## config.mk

```make
export PLATFORM = sky130hd
export DESIGN_NAME = rgb_to_ycbcr_front_end
export DESIGN_NICKNAME = d
export VERILOG_FILES = /design/src/rtl/rgb_to_ycbcr_front_end.sv
export SDC_FILE = /design/constraint.sdc
export NUM_CORES = 1
export LEC_CHECK = 0
export CORE_AREA = 3 3 281 283
export CTS_CLUSTER_DIAMETER = 40
export DETAILED_ROUTE_END_ITERATION = 8
export DIE_AREA = 0 0 284 286
export GPL_ROUTABILITY_DRIVEN = 1
export HOLD_SLACK_MARGIN = 0.06
export PLACE_DENSITY = 0.39
export SLEW_MARGIN = 40
export SYNTH_ARGS = -nofsm -noshare
export SYNTH_HDL_FRONTEND = slang
export SYNTH_HIERARCHICAL = 1
export SYNTH_SLANG_ARGS = --single-unit
```

## constraint.sdc

```tcl
create_clock -name clk -period 3.2 [get_ports clk]
set_input_delay 0.96 -clock clk [delete_from_list [all_inputs] [get_ports clk]]
set_output_delay 0.96 -clock clk [all_outputs]
set_load 0.005 [all_outputs]
```

## src/rtl/rgb_to_ycbcr_front_end.sv

```systemverilog
// RGB888 -> full-range BT.601 YCbCr front end for the luma histogram equalizer.
// Three-stage conversion pipeline with active-area coordinates and syncs kept in step.

module ycc_chan #(
  parameter int KR  = 0,
  parameter int KG  = 0,
  parameter int KB  = 0,
  parameter int OFS = 0
) (
  input  logic       clk,
  input  logic       rst_n,
  input  logic [7:0] r,
  input  logic [7:0] g,
  input  logic [7:0] b,
  output logic [7:0] q
);
  logic signed [19:0] pr, pg, pb, sum, t;

  // floor shift, then offset; clamp happens on the way into q
  assign t = (sum >>> 8) + 20'(OFS);

  always_ff @(posedge clk or negedge rst_n) begin
    if (!rst_n) begin
      pr  <= '0;
      pg  <= '0;
      pb  <= '0;
      sum <= '0;
      q   <= '0;
    end else begin
      pr  <= 20'(KR * int'(r));
      pg  <= 20'(KG * int'(g));
      pb  <= 20'(KB * int'(b));
      sum <= pr + pg + pb + 20'sd128;
      if (t < 20'sd0)        q <= 8'd0;
      else if (t > 20'sd255) q <= 8'd255;
      else                   q <= t[7:0];
    end
  end
endmodule

module rgb_to_ycbcr_front_end #(
  parameter int H_ACTIVE  = 640,
  parameter int V_ACTIVE  = 480,
  parameter int VSYNC_POL = 1
) (
  input  logic        clk,
  input  logic        rst_n,
  input  logic        de_in,
  input  logic        hsync_in,
  input  logic        vsync_in,
  input  logic [23:0] rgb_in,
  output logic        pixel_valid_out,
  output logic [9:0]  x_out,
  output logic [9:0]  y_out,
  output logic [7:0]  y_data_out,
  output logic [7:0]  cb_out,
  output logic [7:0]  cr_out,
  output logic        hsync_out,
  output logic        vsync_out,
  output logic        overflow_flag
);
  localparam int         STAGES = 3;
  localparam logic       VPOL   = (VSYNC_POL != 0);
  localparam logic [9:0] H_LIM  = 10'(H_ACTIVE);
  localparam logic [9:0] V_LIM  = 10'(V_ACTIVE);
  localparam int KR_T  [3] = '{77, -43, 128};
  localparam int KG_T  [3] = '{150, -85, -107};
  localparam int KB_T  [3] = '{29, 128, -21};
  localparam int OFS_T [3] = '{0, 128, 128};

  typedef struct packed {
    logic [9:0] x;
    logic [9:0] y;
    logic       hs;
    logic       vs;
  } side_t;

  logic             vs_prev, de_prev, synced;
  logic [9:0]       x_cnt, y_cnt, tag_x, tag_y;
  logic             frame_start, in_range, tag;
  side_t            side_in;
  side_t            side_pipe [1:STAGES];
  logic [STAGES:1]  vld_pipe;
  logic [2:0][7:0]  ycc;

  assign frame_start = (vsync_in == VPOL) && (vs_prev != VPOL);
  // a pixel landing on frame start already belongs to the new frame at (0,0)
  assign tag_x    = frame_start ? 10'd0 : x_cnt;
  assign tag_y    = frame_start ? 10'd0 : y_cnt;
  assign in_range = (tag_x < H_LIM) && (tag_y < V_LIM);
  assign tag      = de_in && (synced || frame_start) && in_range;
  assign side_in  = '{x: tag_x, y: tag_y, hs: hsync_in, vs: vsync_in};

  always_ff @(posedge clk or negedge rst_n) begin
    if (!rst_n) begin
      vs_prev       <= 1'b0;
      de_prev       <= 1'b0;
      synced        <= 1'b0;
      x_cnt         <= '0;
      y_cnt         <= '0;
      overflow_flag <= 1'b0;
    end else begin
      vs_prev <= vsync_in;
      de_prev <= de_in;
      if (frame_start) begin
        x_cnt         <= de_in ? 10'd1 : 10'd0;
        y_cnt         <= '0;
        synced        <= 1'b1;
        overflow_flag <= 1'b0;
      end else begin
        if (de_in) begin
          if (x_cnt != 10'd1023) x_cnt <= x_cnt + 10'd1;
          if (!in_range) overflow_flag <= 1'b1;
        end else if (de_prev) begin
          x_cnt <= '0;
          if (y_cnt != 10'd1023) y_cnt <= y_cnt + 10'd1;
        end
      end
    end
  end

  always_ff @(posedge clk or negedge rst_n) begin
    if (!rst_n) begin
      vld_pipe <= '0;
      for (int s = 1; s <= STAGES; s++) side_pipe[s] <= '0;
    end else begin
      vld_pipe     <= {vld_pipe[STAGES-1:1], tag};
      side_pipe[1] <= side_in;
      for (int s = 2; s <= STAGES; s++) side_pipe[s] <= side_pipe[s-1];
    end
  end

  for (genvar c = 0; c < 3; c++) begin : g_ch
    ycc_chan #(.KR(KR_T[c]), .KG(KG_T[c]), .KB(KB_T[c]), .OFS(OFS_T[c])) u_ch (
      .clk   (clk),
      .rst_n (rst_n),
      .r     (rgb_in[23:16]),
      .g     (rgb_in[15:8]),
      .b     (rgb_in[7:0]),
      .q     (ycc[c])
    );
  end

  assign pixel_valid_out = vld_pipe[STAGES];
  assign x_out           = side_pipe[STAGES].x;
  assign y_out           = side_pipe[STAGES].y;
  assign hsync_out       = side_pipe[STAGES].hs;
  assign vsync_out       = side_pipe[STAGES].vs;
  assign y_data_out      = ycc[0];
  assign cb_out          = ycc[1];
  assign cr_out          = ycc[2];
endmodule

```

==> results of run 1 <==
[worst reg2reg max path, delay by kind of cell, from the launching register on]
kind,cells,cell delay [ns]
AND/OR/NAND/NOR,3,0.47
buffers and inverters,2,0.26
AO/OA/AOI/OAI,9,1.45
adder cells (fa/ha/maj),3,0.79
flip-flops,1,0.40
[layer usage]
metal | track usage [%] | up-vias | routed length (um)
li1 | - | 6758 | -
met1 | 14.3 | 6628 | 19900
met2 | 21.3 | 136 | 22900
met3 | 1.90 | 63 | 1520
met4 | 3.34 | 0 | 1070
met5 | 0 | - | 0
[flip-flops by register name, summed over array words and instances, names as in the netlist, 24 cells and up]
name	count
g_ch.u_ch/pb	36
g_ch.u_ch/pg	49
g_ch.u_ch/pr	39
g_ch.u_ch/q	24
g_ch.u_ch/sum	34
side_pipe	44
[area by class of cell]
cell class | count | share of cell area [%]
Tap cell | 1040 | 4.65
Inverter | 296 | 4.12
Multi-Input combinational cell | 1132 | 46.3
Antenna cell | 2 | 0.0179
Clock buffer | 62 | 5.08
Timing Repair Buffer | 422 | 13.3
Clock inverter | 38 | 2.03
Sequential cell | 274 | 24.5
[cell families (layout without fill, tap and decap cells)]
logic type,after synthesis,in the layout,share of synthesized area [%]
compound gates,273,273,10.2
xor+xnor,102,102,4.93
fa+ha+maj,452,452,33.1
buf+inv,326,818,6.85
flops,274,274,35.9
mux,7,7,0.419
other cells,0,2,0
simple gates,298,298,8.61
[power breakdown]
part,leakage [nW],internal (mW),switching (mW)
sequential,3.35,4.58,0.451
clock,0.950,3.98,2.05
combinational,9.16,10.0,9.15
[worst paths after layout]
kind	startpoint	endpoint	slack, ns	depth (start not counted)
setup / recovery	rgb_in[12]	g_ch[1].u_ch/pg[16]	-0.46	15
hold / removal	rst_n	x_out[2]	0.23	1
setup reg to reg	g_ch[1].u_ch/pr[2]	g_ch[1].u_ch/sum[17]	-0.29	17
hold reg to reg	side_pipe[34]	x_out[0]	0.34	0
max in group asynchronous	rst_n	g_ch[1].u_ch/pg[10]	2.13	2
min in group clk	side_pipe[34]	x_out[0]	0.34	0
[cell usage after synthesis, drive strengths merged (14+ instances only)]
cell type / number / area, um2
ha: 362 / 4530
inv: 296 / 1110
dfrtp: 274 / 6860
fa: 90 / 1800
a21oi: 78 / 405
nor2: 69 / 262
xnor2: 68 / 637
nand2: 49 / 186
o21ai: 46 / 241
xor2: 34 / 305
nand3: 31 / 170
nor3: 30 / 165
a21o: 25 / 188
o21a: 24 / 180
buf: 23 / 173
and2: 22 / 139
or3: 17 / 106
nor2b: 14 / 90.1
o21bai: 14 / 105
[through the flow]
stage / setup TNS [ns] / total power, mW / std cells
after global routing: -14.69 / 33.1 / 3264
after detailed placement: -86.06 / 21.9 / 3115
after global placement: -84.68 / 21.8 / 3115
final: -9.51 / 30.2 / 3266
after CTS: -12.96 / 30.1 / 3256
after floorplan: -15.76 / 15.7 / 1732
[what timing repair did]
action                     4_1_cts  5_1_grt
setup endpoints to repair       73       71
gates resized for setup        269      129
hold endpoints to repair         0        0
pin swaps                      169      176
buffers inserted                58       28
hold buffers                     0        0
cloned                           0        0
==> results.py, run 1 <==
metrics = {
    "finish": {
        "final_cell_mix": "buf_4 (290), dfrtp_1 (274), ha_1 (266)",
        "fillers": 7619,
        "syn_to_final_growth_pct": 46.2,
        "multi_input_area_um2": 12900,
        "ff_latch_area_um2": 6860,
        "post-route-util_pct": 36.3,
        "final_layout_size_suffix_gt1_share_pct": 35.9,
        "final_nets": 2661,
        "fin_area_um2": 28000,
        "final_common_cell": "buf_4",
    },
    "die": {
        "design.core.area_um2": 77000,
        "fp-row-count": 102,
        "start_util_pct": 24.8,
        "ioPinCount": 77,
        "dieWidth_um": 284,
        "dieArea_um2": 81200,
        "fp.dieH_um": 286,
    },
    "power": {
        "p_per_area_nw_per_um2": 1080,
        "irDropWorstVdd_uv": 640,
        "p_leak_nw": 13.5,
    },
    "grt": {
        "grt_max_degree": 86,
        "grt-ovfl-total": 0,
        "track_usage_pct": 11.7,
        "grt_first_pass_wirelength_mm": 77.8,
        "grt_pass1_vias": 15400,
        "antenna_found_initial": 0,
    },
    "detailed_routing": {
        "routed_wl_mm": 45.4,
        "first_iter_violations": 370,
        "wire_per_inst_um": 13.9,
        "drc": 0,
        "via_count": 13600,
        "post_drt_via_cell_ratio": 4.16,
        "first_pass_iters": 6,
        "ant_nets": 0,
    },
    "timing": {
        "rsz0062_at_grt": "yes",
        "finalWorstSetupSlack_ns": -0.455,
        "finalCritPeriodShare_pct": 114,
        "hold_viol": 0,
        "setup_viol": 44,
        "holdWs_ns": 0.231,
        "max_freq_mhz": 274,
        "post-route-min-period_ns": 3.66,
        "relSlewSlack_pct": 65.6,
        "timing.final.max_slew_violations": 0,
        "worst_pin_slew_ns": 0.512,
        "skew_ns": 0.0359,
    },
    "min_path": {
        "hold_path_class": "in -> async",
    },
    "cts": {
        "cts_tree": "built",
        "cts_inserted_buffers": 54,
        "clock-sinks": 274,
        "cts_root_buf": "clkbuf_16",
        "clock_latency_ns": 0.61,
        "clk_pin_slew_ns": 0.05,
        "htreeDepth": 2,
        "cts_buffer_depth": 3,
    },
    "critical_path": {
        "crit_fanout": 5,
        "cp-start-kind": "input pin",
        "crit_family": "adder cells",
        "critical_path_class": "in -> reg",
        "crit_buf_inv": 5,
        "slowest_delay_ns": 0.56,
        "end_kind": "register",
        "crit_slowest_cell": "fa_1",
        "crit_required_ns": 3.70,
        "cp.arrival_ns": 4.16,
        "cp_common_cell": "fa_1",
        "path_cells": "buf_8 > buf_8 > ha_4 > fa_1 > fa_1 > inv_2 > fa_1 > inv_2 > ha_4 > inv_4 > a21oi_2 > o211ai_1 > a21oi_2 > o31ai_2 > xnor2_1",
    },
    "synthesis": {
        "synth_area_um2": 19100,
        "post_synth_num_cell_types": 93,
        "synth_edf_count": 0,
        "ys_ff_latch": 274,
        "ys.flop_type": "dfrtp_1",
        "avgSynthCellArea_um2": 11.0,
        "netlist_instances": 1732,
        "ys_seq_area_share_pct": 35.9,
        "synth_nets": 2213,
        "ys_warn_count": 6,
        "synthArstFlopShare_pct": 100,
    },
    "place": {
        "dp_slack_ns": -1.67,
        "dp_hpwl_mm": 36.3,
        "placed_cell_area_um2": 24200,
        "port_buffers": 76,
        "place.gp.congestion": 0.760,
    },
    "run_status": {
        "outcome": "finished with violations",
        "violations": "negative setup slack",
    },
    "job": {
        "maxCapViolCount": 0,
    },
}
No activity file was read; power rests on OpenSTA's default activity.
==> run 2: changes to the inputs <==
- CELL_PAD_IN_SITES_DETAIL_PLACEMENT: default -> 0
- CELL_PAD_IN_SITES_GLOBAL_PLACEMENT: default -> 1
- PLACE_DENSITY: 0.39 -> 0.46
==> run 2 against run 1 <==
  * The flow still finishes with violations (negative setup slack)
  * Global-route usage rose by 0.33 points
  * Largest cell class unchanged
  * Critical path depth rose by 3
  * Total power fell by 0.28%
  * Sequential power rose by 1%
  * Critical path type is now reg -> reg
  * Clock-buffer cell count rose by 11
  * Clock skew rose by 0.016 ns
  * Core utilization fell by 0.34 points
  * Cell count fell by 0.34%
  * Worst hold slack improved by 0.051 ns
  * Routed wire length rose by 5.2%
  * Clock power rose by 2%
  * Sequential share of layout area rose by 0.23 points
==> results.py, run 2 (synthesis results as in run 1) <==
metrics = {
    "cts": {
        "htreeDepth": 2,
        "cts_tree": "built",
        "cts_buffer_depth": 3,
        "cts_inserted_buffers": 57,
        "clock_latency_ns": 0.63,
        "cts_root_buf": "clkbuf_16",
        "clk_pin_slew_ns": 0.05,
        "clock-sinks": 274,
    },
    "finish": {
        "final_common_cell": "buf_4",
        "syn_to_final_growth_pct": 44.9,
        "reg_top3": "g_ch.u_ch/pg x49, side_pipe x44, g_ch.u_ch/pr x39",
        "fin_area_um2": 27700,
        "largest_register": "g_ch.u_ch/pg",
        "final_nets": 2649,
        "diodes": 0,
        "final_cell_mix": "buf_4 (289), dfrtp_1 (274), ha_1 (269)",
        "largest_register_ffs": 49,
        "final_layout_size_suffix_gt1_share_pct": 34.8,
    },
    "place": {
        "dp_hpwl_mm": 37.3,
        "place.gp.congestion": 0.751,
        "port_buffers": 76,
        "placed_cell_area_um2": 24100,
    },
    "critical_path": {
        "end_kind": "register",
        "slowest_delay_ns": 0.38,
        "crit_fanout": 3,
        "path_cells": "ha_1 > nand3_2 > a22oi_2 > or2b_1 > nand3_2 > a21oi_2 > xnor2_1 > buf_4 > ha_4 > ha_4 > fa_2 > a21o_1 > a21oi_2 > nor2b_1 > o21ai_2 > a21o_1 > xor2_1 > xnor2_1",
        "cp.arrival_ns": 4.19,
        "cp-start-kind": "register",
        "critical_path_class": "reg -> reg",
        "crit_slowest_cell": "dfrtp_1",
        "crit_required_ns": 3.71,
    },
    "timing": {
        "finalWorstSetupSlack_ns": -0.476,
        "max_freq_mhz": 272,
        "post-route-min-period_ns": 3.68,
        "setup_viol": 39,
        "timing.final.max_slew_violations": 0,
        "rsz0062_at_grt": "yes",
        "relSlewSlack_pct": 63.5,
        "hold_viol": 0,
        "worst_pin_slew_ns": 0.543,
        "skew_ns": 0.0523,
        "finalCritPeriodShare_pct": 115,
    },
    "min_path": {
        "hold_path_class": "in -> async",
    },
    "run_status": {
        "outcome": "finished with violations",
        "violations": "negative setup slack",
    },
    "die": {
        "fp-row-count": 102,
        "fp.dieH_um": 286,
        "dieArea_um2": 81200,
        "ioPinCount": 77,
        "start_util_pct": 24.8,
        "dieWidth_um": 284,
        "design.core.area_um2": 77000,
    },
    "grt": {
        "grt-ovfl-total": 0,
        "grt_pass1_vias": 14900,
        "track_usage_pct": 12.1,
        "grt_max_degree": 64,
        "grt_use_met2_pct": 21.0,
        "grt_busiest_layer": "met2",
        "use_met3_pct": 2.07,
        "grt_first_pass_wirelength_mm": 78.8,
        "gr-usage-met1_pct": 15.3,
        "antenna_found_initial": 0,
    },
    "detailed_routing": {
        "ant_nets": 0,
        "first_iter_violations": 328,
        "post_drt_via_cell_ratio": 4.13,
        "routed_wl_mm": 47.8,
        "drc": 0,
        "first_pass_iters": 4,
        "via_count": 13400,
        "wire_per_inst_um": 14.7,
    },
    "power": {
        "irDropWorstVdd_uv": 635,
        "total_power_mw": 30.2,
        "p_per_area_nw_per_um2": 1090,
        "p_leak_nw": 13.3,
    },
    "job": {
        "maxCapViolCount": 0,
    },
}
[run 2: cell types whose count changed in the layout (fill, tap and decap cells not counted), moves of 6 or more]
cell     before  now
buf_6        46   36
o21ai_1       8   16
a21oi_2      23   30
fa_1         78   85
fa_2         12    5
o21ai_2      20   13
nor2_2        3    9
[run 2: worst max-delay path, delay by kind of cell, from the launching register on]
family | cells | cell delay [ns]
xor gates and xnor gates | 3 | 0.49
buffers and inverters | 1 | 0.17
and+or+nand+nor | 4 | 0.51
DFF | 1 | 0.38
adders and majority gates | 4 | 1.01
AOI/OAI and AO/OA | 6 | 0.99
[run 2: cell type report]
class / count / area [um2]
clock buffer: 73 / 1570
clock inverter: 33 / 480
fill: 7661 / 49300
inverter: 296 / 1140
multi-input combinational: 1132 / 12800
sequential: 274 / 6860
tap: 1040 / 1300
timing repair buffer: 407 / 3550
[run 2: power by group]
group / switching [mW] / internal, mW
registers: 0.507 / 4.58
clock network: 2.08 / 4.07
logic: 9.14 / 9.77
[run 2: per-layer routing]
layer  vias to the layer above  share of wire (%)
li1                       6715                  -
met1                      6539                 46
met2                       128                 49
met3                        65                2.8
met4                         0                2.4
met5                         -                  0
[run 2: path summary, 6_finish.rpt]
path                       slack [ns]  cells past startpoint               start                    to
min reg2reg                      0.34                      0       side_pipe[59]         side_pipe[37]
max                             -0.48                     18  g_ch[1].u_ch/pg[1]  g_ch[1].u_ch/sum[16]
max in group asynchronous        2.21                      2               rst_n              x_cnt[8]
min                              0.28                      1               rst_n   g_ch[2].u_ch/pb[14]
min in group clk                 0.34                      0       side_pipe[59]         side_pipe[37]
max reg2reg                     -0.48                     18  g_ch[1].u_ch/pg[1]  g_ch[1].u_ch/sum[16]
[run 2: timing repair]
| item | CTS | global route |
|---|---|---|
| setup buffers | 48 | 16 |
| endpoints found under the setup margin | 75 | 67 |
| cloned | 1 | 0 |
| hold buffers | 0 | 0 |
| resized for setup | 250 | 110 |
| pin swaps | 191 | 123 |
| hold endpoints to repair | 0 | 0 |
[run 2: per-stage QoR]
stage               worst slack [ns]  util (%)  instances  setup TNS, ns  hold slack [ns]
CTS                           -0.567      35.4       3248         -10.98            0.258
detailed placement             -1.62      31.3       3102         -82.44            0.336
floorplan                     -0.780         -       1732         -15.76            0.331
finish                        -0.476      36.0       3255          -8.72            0.282
global route                  -0.698      36.0       3255         -12.82            0.290
global placement               -1.60      31.3       3102         -81.75            0.336
==> run 3: changes to the inputs <==
- PLACE_DENSITY: 0.46 -> 0.44
- SLEW_MARGIN: 40 -> 20
- clock period: 3.2 -> 3.73 ns (I/O delays scaled with it)
==> run 3 against run 2 <==
  * First-iteration DRC count shrank 2.4%
  * Clock-buffer cell count fell by 2
  * Worst hold slack better by 0.063 ns
  * Design area down 2.3%
  * The run still ends with negative setup slack left
  * Clock skew is 0.031 ns lower
  * Critical path depth stayed put
  * Sequential power decreased by 16%
==> results.py, run 3 (synthesis results as in run 1) <==
metrics = {
    "detailed_routing": {
        "routed_wl_mm": 47.0,
        "drc": 0,
        "wire_per_inst_um": 14.6,
        "first_pass_iters": 4,
        "wl_met2_mm": 22.5,
        "wl_met1_mm": 21.6,
        "first_iter_violations": 320,
        "route.top_layer_used": "met5",
        "met3_length_mm": 1.56,
        "ant_nets": 0,
        "post_drt_via_cell_ratio": 4.14,
        "via_count": 13300,
    },
    "grt": {
        "grt-ovfl-total": 0,
        "grt_first_pass_wirelength_mm": 77.9,
        "grt_pass1_vias": 14600,
        "grt_max_degree": 67,
        "track_usage_pct": 11.9,
        "antenna_found_initial": 4,
    },
    "timing": {
        "finalSetupTns_ns": -0.135,
        "hold_viol": 0,
        "finalWorstSetupSlack_ns": -0.0457,
        "max_freq_mhz": 265,
        "worst_pin_slew_ns": 0.584,
        "finalCritPeriodShare_pct": 101,
        "skew_ns": 0.0209,
        "rsz0062_at_grt": "yes",
        "setup_viol": 5,
        "post-route-min-period_ns": 3.78,
        "timing.final.max_slew_violations": 0,
        "relSlewSlack_pct": 60.8,
    },
    "critical_path": {
        "end_kind": "register",
        "crit_fanout": 2,
        "cp-start-kind": "input pin",
        "crit_required_ns": 4.23,
        "cp.arrival_ns": 4.28,
        "critical_path_class": "in -> reg",
    },
    "finish": {
        "reg_top3": "g_ch.u_ch/pg x49, side_pipe x44, g_ch.u_ch/pr x39",
        "post-route-util_pct": 35.2,
        "multi_input_area_um2": 12500,
        "fin_cells": 3216,
        "final_layout_size_suffix_gt1_share_pct": 31.8,
        "syn_to_final_growth_pct": 41.5,
        "final_nets": 2605,
        "largest_register": "g_ch.u_ch/pg",
        "final_common_cell": "dfrtp_1",
        "fin_area_um2": 27100,
        "fillers": 7708,
        "final_cell_mix": "dfrtp_1 (274), ha_1 (272), inv_1 (258)",
        "largest_register_ffs": 49,
        "ff_latch_area_um2": 6860,
    },
    "power": {
        "p_leak_nw": 13.0,
        "total_power_mw": 24.3,
        "irDropWorstVdd_uv": 521,
        "p_per_area_nw_per_um2": 898,
    },
    "die": {
        "start_util_pct": 24.8,
        "design.core.area_um2": 77000,
        "dieWidth_um": 284,
        "fp-row-count": 102,
        "dieArea_um2": 81200,
        "ioPinCount": 77,
        "fp.dieH_um": 286,
    },
    "place": {
        "port_buffers": 76,
        "place_inst": 3062,
        "place.gp.congestion": 0.768,
        "dp_hpwl_mm": 36.7,
        "placed_cell_area_um2": 23500,
    },
    "cts": {
        "clock-sinks": 274,
        "htreeDepth": 2,
        "clk_pin_slew_ns": 0.05,
        "cts_tree": "built",
        "clock_latency_ns": 0.60,
        "cts_root_buf": "clkbuf_16",
        "cts_buffer_depth": 3,
        "cts_inserted_buffers": 60,
    },
    "run_status": {
        "violations": "negative setup slack",
        "outcome": "finished with violations",
    },
    "job": {
        "maxCapViolCount": 0,
    },
    "min_path": {
        "hold_path_class": "reg -> reg",
    },
}
-- run 3: cell count changes in the layout (fill, tap and decap cells not counted), sizes merged --
cell           delta
bufinv            +1
clkinv            +5
buf              -56
diode             +1
clkdlybuf4s50     +1
inv               +3
clkbuf            +3
dlygate4sd2       +2
dlymetal6s2s      +1
-- run 3: repair_timing --
| item | in CTS | in global routing |
|---|---|---|
| pin swaps | 97 | 123 |
| endpoints found under the setup margin | 52 | 44 |
| resized for setup | 162 | 125 |
| setup buffers | 51 | 14 |
| hold buffers | 0 | 0 |
-- run 3: cell type report --
cell class | instances | share of cell area (%)
inverters | 296 | 4.20
clock buffers | 71 | 6.04
flip-flops and latches | 274 | 25.3
multi-input cells | 1132 | 46.3
repair buffers | 360 | 11.4
diodes | 1 | 0.00925
well taps | 1040 | 4.81
clock inverters | 42 | 1.92
-- run 3: through the flow --
stage | hold slack, ns | worst slack, ns
3_3_place_gp | 0.335 | -1.21
3_5_place_dp | 0.335 | -1.24
2_1_floorplan | 0.331 | -0.409
5_1_grt | 0.354 | -0.259
4_1_cts | 0.347 | -0.248
6_report | 0.345 | -0.0457
-- run 3: critical path, cell delays in order --
cell and delay (ns):
buf_8 0.09, inv_8 0.03, ha_4 0.25, inv_2 0.04, ha_4 0.25, inv_2 0.03, fa_1 0.45, fa_1 0.54
inv_1 0.06, ha_1 0.26, a21o_1 0.19, a21oi_2 0.18, o21ai_2 0.09, a21oi_2 0.17, o21ai_2 0.09, a21oi_2 0.16
nor4bb_1 0.07, a211oi_1 0.21
-- run 3: final timing paths --
kind | startpoint | end | slack [ns] | depth (start not counted)
max reg2reg | g_ch[1].u_ch/pr[1] | g_ch[1].u_ch/sum[16] | 0.13 | 18
min | side_pipe[58] | side_pipe[36] | 0.35 | 0
max | rgb_in[2] | g_ch[2].u_ch/pb[13] | -0.05 | 18
min reg2reg | side_pipe[58] | side_pipe[36] | 0.35 | 0
min in group asynchronous | rst_n | g_ch[2].u_ch/pr[7] | 0.47 | 1
max in group asynchronous | rst_n | g_ch[1].u_ch/pg[4] | 2.28 | 3
-- run 3: power breakdown --
part	switching [mW]	internal (mW)
combinational	7.18	7.27
sequential	0.370	3.93
clock	1.83	3.72
total	9.38	14.9
-- run 3: layer usage --
metal | GRT usage, % | vias up
met2 | 20.4 | 143
met4 | 3.81 | 2
li1 | - | 6648
met3 | 2.19 | 88
met1 | 15.3 | 6425
met5 | 0 | -
